**src/rtl/mips_boot_ctrl.sv**
```systemverilog
// Run controller for the single-cycle MIPS core: streams a program into
// instruction memory with the core held in reset, releases and runs the core
// until a halt word or cycle budget, then freezes it for inspection.
module mips_boot_ctrl #(
  parameter int unsigned            ADDR_WIDTH = 8,
  parameter int unsigned            DATA_WIDTH = 32,
  parameter int unsigned            CNT_WIDTH  = 16,
  parameter logic [DATA_WIDTH-1:0]  HALT_WORD  = 32'hFFFF_FFFF
) (
  input  logic                  clk,
  input  logic                  reset,
  input  logic                  start,
  input  logic                  abort,
  input  logic [ADDR_WIDTH:0]   load_len,
  input  logic [CNT_WIDTH-1:0]  run_cycles,
  input  logic                  s_valid,
  input  logic [DATA_WIDTH-1:0] s_data,
  output logic                  s_ready,
  output logic                  imem_we,
  output logic [ADDR_WIDTH-1:0] imem_addr,
  output logic [DATA_WIDTH-1:0] imem_wdata,
  input  logic [DATA_WIDTH-1:0] core_instr,
  output logic                  core_rst_n,
  output logic                  core_stall,
  output logic                  busy,
  output logic                  done,
  output logic                  timeout,
  output logic [CNT_WIDTH-1:0]  cycle_count
);

  localparam int unsigned LW = ADDR_WIDTH + 1;
  localparam logic [LW-1:0] MAX_LEN = {1'b1, {ADDR_WIDTH{1'b0}}};

  typedef enum logic [2:0] {
    S_IDLE,
    S_LOAD,
    S_RELEASE,
    S_RUN,
    S_DONE
  } state_t;

  state_t                 r_state;
  state_t                 w_next;
  logic [LW-1:0]          r_len;
  logic [LW-1:0]          r_ptr;
  logic [CNT_WIDTH-1:0]   r_budget;
  logic [CNT_WIDTH-1:0]   r_cycle;
  logic                   r_timeout;
  logic                   r_done;
  logic                   r_busy;

  logic [LW-1:0]          w_len;
  logic                   w_hs;
  logic                   w_last;
  logic                   w_halt;
  logic                   w_budget_hit;
  logic                   w_start;

  // Clamp so the write pointer can never wrap past the top of memory.
  assign w_len        = (load_len > MAX_LEN) ? MAX_LEN : load_len;
  assign w_hs         = (r_state == S_LOAD) && s_valid;
  assign w_last       = (r_ptr == (r_len - LW'(1)));
  assign w_halt       = (core_instr == HALT_WORD);
  assign w_budget_hit = (r_budget != '0) && (r_cycle == (r_budget - CNT_WIDTH'(1)));

  // Next-state decode and state-derived outputs.
  always_comb begin
    w_next     = r_state;
    w_start    = 1'b0;
    s_ready    = 1'b0;
    imem_we    = 1'b0;
    imem_addr  = '0;
    imem_wdata = '0;
    core_rst_n = 1'b0;
    core_stall = 1'b1;
    case (r_state)
      S_IDLE, S_DONE: begin
        if (r_state == S_DONE) core_rst_n = 1'b1;
        if (start) begin
          w_start = 1'b1;
          w_next  = (w_len != '0) ? S_LOAD : S_RELEASE;
        end
      end
      S_LOAD: begin
        s_ready    = 1'b1;
        imem_we    = w_hs;
        imem_addr  = r_ptr[ADDR_WIDTH-1:0];
        imem_wdata = s_data;
        if (w_hs && w_last) w_next = S_RELEASE;
      end
      S_RELEASE: w_next = S_RUN;
      S_RUN: begin
        core_rst_n = 1'b1;
        core_stall = 1'b0;
        if (w_halt || w_budget_hit) w_next = S_DONE;
      end
      default: w_next = S_IDLE;
    endcase
    // Abort overrides start and every RUN exit.
    if (abort) begin
      w_next  = S_IDLE;
      w_start = 1'b0;
    end
  end

  // State register plus session datapath (pointer, counter, flags).
  always_ff @(posedge clk or negedge reset) begin
    if (!reset) begin
      r_state   <= S_IDLE;
      r_len     <= '0;
      r_ptr     <= '0;
      r_budget  <= '0;
      r_cycle   <= '0;
      r_timeout <= 1'b0;
      r_done    <= 1'b0;
      r_busy    <= 1'b0;
    end else begin
      r_state <= w_next;
      r_busy  <= (w_next == S_LOAD) || (w_next == S_RELEASE) || (w_next == S_RUN);
      r_done  <= (w_next == S_DONE) && (r_state != S_DONE);
      if (w_start) begin
        r_len     <= w_len;
        r_budget  <= run_cycles;
        r_ptr     <= '0;
        r_cycle   <= '0;
        r_timeout <= 1'b0;
      end else begin
        if (w_hs) r_ptr <= r_ptr + LW'(1);
        if ((r_state == S_RUN) && !abort) begin
          if (r_cycle != '1) r_cycle <= r_cycle + CNT_WIDTH'(1);
          if (w_next == S_DONE) r_timeout <= !w_halt;
        end
      end
    end
  end

  assign busy        = r_busy;
  assign done        = r_done;
  assign timeout     = r_timeout;
  assign cycle_count = r_cycle;

endmodule

```
**config.mk**
```make
export PLATFORM = sky130hd
export DESIGN_NAME = mips_boot_ctrl
export DESIGN_NICKNAME = d
export VERILOG_FILES = /design/src/rtl/mips_boot_ctrl.sv
export SDC_FILE = /design/constraint.sdc
export NUM_CORES = 1
export LEC_CHECK = 0
export ABC_AREA = 1
export BUFFER_PORTS_ARGS = -buffer_cell sky130_fd_sc_hd__buf_2
export CAP_MARGIN = 20
export CORE_UTILIZATION = 30
export CTS_CLUSTER_SIZE = 20
export DETAILED_ROUTE_END_ITERATION = 8
export PLACE_DENSITY = 0.52
export REMOVE_ABC_BUFFERS = 1
export SETUP_SLACK_MARGIN = 0.15
export SYNTH_ARGS = -nofsm -noshare
export SYNTH_HDL_FRONTEND = slang
export SYNTH_SLANG_ARGS = --single-unit
```
**constraint.sdc**
```tcl
create_clock -name clk -period 4.1 [get_ports clk]
set_input_delay 0.615 -clock clk [delete_from_list [all_inputs] [get_ports clk]]
set_output_delay 0.615 -clock clk [all_outputs]
set_load 0.03 [all_outputs]
```
==> results_dict.tcl <==
set metrics [dict create \
    antenna_found_initial 0 \
    path_clk_slew_ns 0.07 \
    worst-slew-pin-transition_ns 0.578 \
    synthCells 563 \
    synth_top_area_share_pct 36.2 \
    worstPathMaxFanout 39 \
    r2r_slack_ns 1.60 \
    yosysMostFrequentCell "nand2_1" \
    synthArstFlopShare_pct 100 \
    reg2reg_from "r_state[0]" \
    die_height_um 116 \
    post-route-period-util_pct 61.1 \
    die_area_um2 13400 \
    syn_area_per_cell_um2 6.88 \
    final_nets 816 \
    cts_tree "yes" \
    hpwl_mm 8.29 \
    power_mw 1.57 \
    die_w_um 116 \
    max_slew_margin_pct 61.4 \
    arrival_ns 2.69 \
    fillCellCount 1350 \
    htree_levels 2 \
    multi_input_area_um2 2030 \
    r2r_end "cycle_count[11]" \
    synth_common_cells "nand2_1, inv_1, nor2_1, dfrtp_1, o21ai_0" \
    num_vias 3989 \
    synth_area_leaders "dfrtp_1, nand2_1, inv_1" \
    synth_top_area_cell "dfrtp_1" \
    end_kind "flip-flop" \
    firstDrtPassIters 4 \
    grt_max_degree 41 \
    start_kind "flip-flop" \
    synth_edf_count 0 \
    yosys_warnings 0 \
    cts_buffer_depth 2 \
    rr_worst_depth 11 \
    status "complete, no violations" \
    drt_iter0_markers 104 \
    critical_path_required_ns 4.29 \
    ios 157 \
    seq_area_frac_synth_pct 36.2 \
    grt_setup_unrepaired "false" \
    setup_violations 0 \
    drv_cap 0 \
    vias_per_cell 4.48 \
    syn_to_final_growth_pct 29.7 \
    hold_viol_final 0 \
    grt_pass1_vias 3858 \
    clock_skew_ns 0.00581 \
    power_density_nw_per_um2 313 \
    hold_path_class "primary input to async pin" \
    postCtsSetupRepairBufs 0 \
    port_buffers 156 \
    cts_num_sinks 56 \
    drtAntennaViolNets 0 \
    wire_per_inst_um 11.8 \
    root_buffer "clkbuf_16" \
    synth_flop_cell "dfrtp_1" \
    core_um2 12600 \
    p_leak_nw 2.82 \
    ir_drop_mv 0.155 \
    synth.distinct_cells 36 \
    clk_latency_ns 0.30 \
    cts_hold_buf 0 \
    routed_wl_mm 10.5 \
    grt_pass1_wl_mm 17.3 \
    layout_min_cycle_time_ns 2.50 \
    diodes 0 \
    drive_above_1_share_pct 27.7 \
    ctsResizeCount 0 \
    fp-row-count 41 \
    ys_seq_elements 56 \
    finalSetupTns_ns 0 \
    grt_overflow_total 0 \
    drv_slew 0 \
    grt.total_usage_pct 16.3 \
    cts_buffers 5 \
    drcViolationCount 0 \
    gp_congestion 0.825 \
    final-seq-area_um2 1400 \
    fmaxAchievable_mhz 399 \
    syn_area_um2 3880 \
    start_util_pct 30.7 \
    critical_path_class "flip-flop to flip-flop" \
]
routing by layer:
layer	vias up	GRT usage, %	part of all wire [%]
met2	115	29.3	47
met4	0	4.96	1.5
li1	2066	-	-
met3	12	2.35	5.3
met1	1796	20.2	46
met5	-	0	0
cell type report:
| cell class | instances | share of cell area (%) |
|---|---|---|
| clock inverters | 1 | 0.149 |
| multi-input cells | 389 | 40.4 |
| flip-flops and latches | 56 | 27.9 |
| repair buffers | 159 | 16.4 |
| inverters | 107 | 8.04 |
| well taps | 172 | 4.28 |
| clock buffers | 7 | 2.84 |
worst max-delay path by stage:
| stage | slack, ns | start | cells past startpoint | endpoint |
|---|---|---|---|---|
| detailed placement | 1.52 | start | 11 | cycle_count[11] |
| CTS | 1.34 | r_state[0] | 5 | imem_wdata[2] |
| global route | 1.35 | r_state[0] | 11 | cycle_count[11] |
| global placement | 1.55 | start | 11 | cycle_count[11] |
| floorplan | 0.81 | start | 9 | cycle_count[11] |
| finish | 1.60 | r_state[0] | 11 | cycle_count[11] |
power by group:
part / switching, mW / total, mW / internal, mW
logic: 0.289 / 0.472 / 0.183
clock network: 0.203 / 0.447 / 0.244
registers: 0.0525 / 0.653 / 0.600
total: 0.545 / 1.57 / 1.03
stage by stage:
step / hold slack (ns) / setup WS [ns] / instances / utilization (%) / instance area (um^2)
6_report: 0.255 / 1.60 / 891 / 39.8 / 5030
5_1_grt: 0.301 / 1.35 / 891 / 39.8 / 5030
4_1_cts: 0.273 / 1.34 / 890 / 39.6 / 5000
3_5_place_dp: 0.513 / 1.52 / 882 / 38.4 / 4850
3_3_place_gp: 0.501 / 1.55 / 882 / 38.4 / 4850
2_1_floorplan: 0.319 / 0.807 / 552 / - / 3830
cells in the final DEF (no fill, tap or decap), types with 5 or more instances in the layout:
master,n
buf_2,156
nand2_1,124
inv_1,102
nor2_1,82
dfrtp_1,56
o21ai_0,26
nand3_1,24
nand4_1,17
xor2_1,17
a21oi_1,16
xnor2_1,13
nor3_1,11
o22ai_1,8
nor2_2,6
nand2_2,5
clkbuf_16,5
critical path, cell delays in order, from the launching register on:
cell     delay (ns)
dfrtp_1        0.42
nor2_1         0.21
nand2_1        0.12
nor2_2         0.09
buf_4          0.37
inv_2          0.36
nand2_4        0.24
nand2_4        0.09
nor4_4         0.18
nand3_1        0.13
o21ai_1        0.13
a21oi_1        0.05
registers in the layout, indices dropped and copies added, names as in the netlist:
name         cells
timeout          1
done             1
r_state          3
cycle_count     16
r_len            9
r_ptr            9
busy             1
r_budget        16
logic make-up after synthesis:
kind of cell / share of synthesized area (%)
adders and majority gates: 1.29
buffers and inverters: 11.5
xor gates and xnor gates: 6.78
DFF: 36.2
and+or+nand+nor: 35.0
AOI/OAI and AO/OA: 9.26
Power figures use the tool's default switching activity.
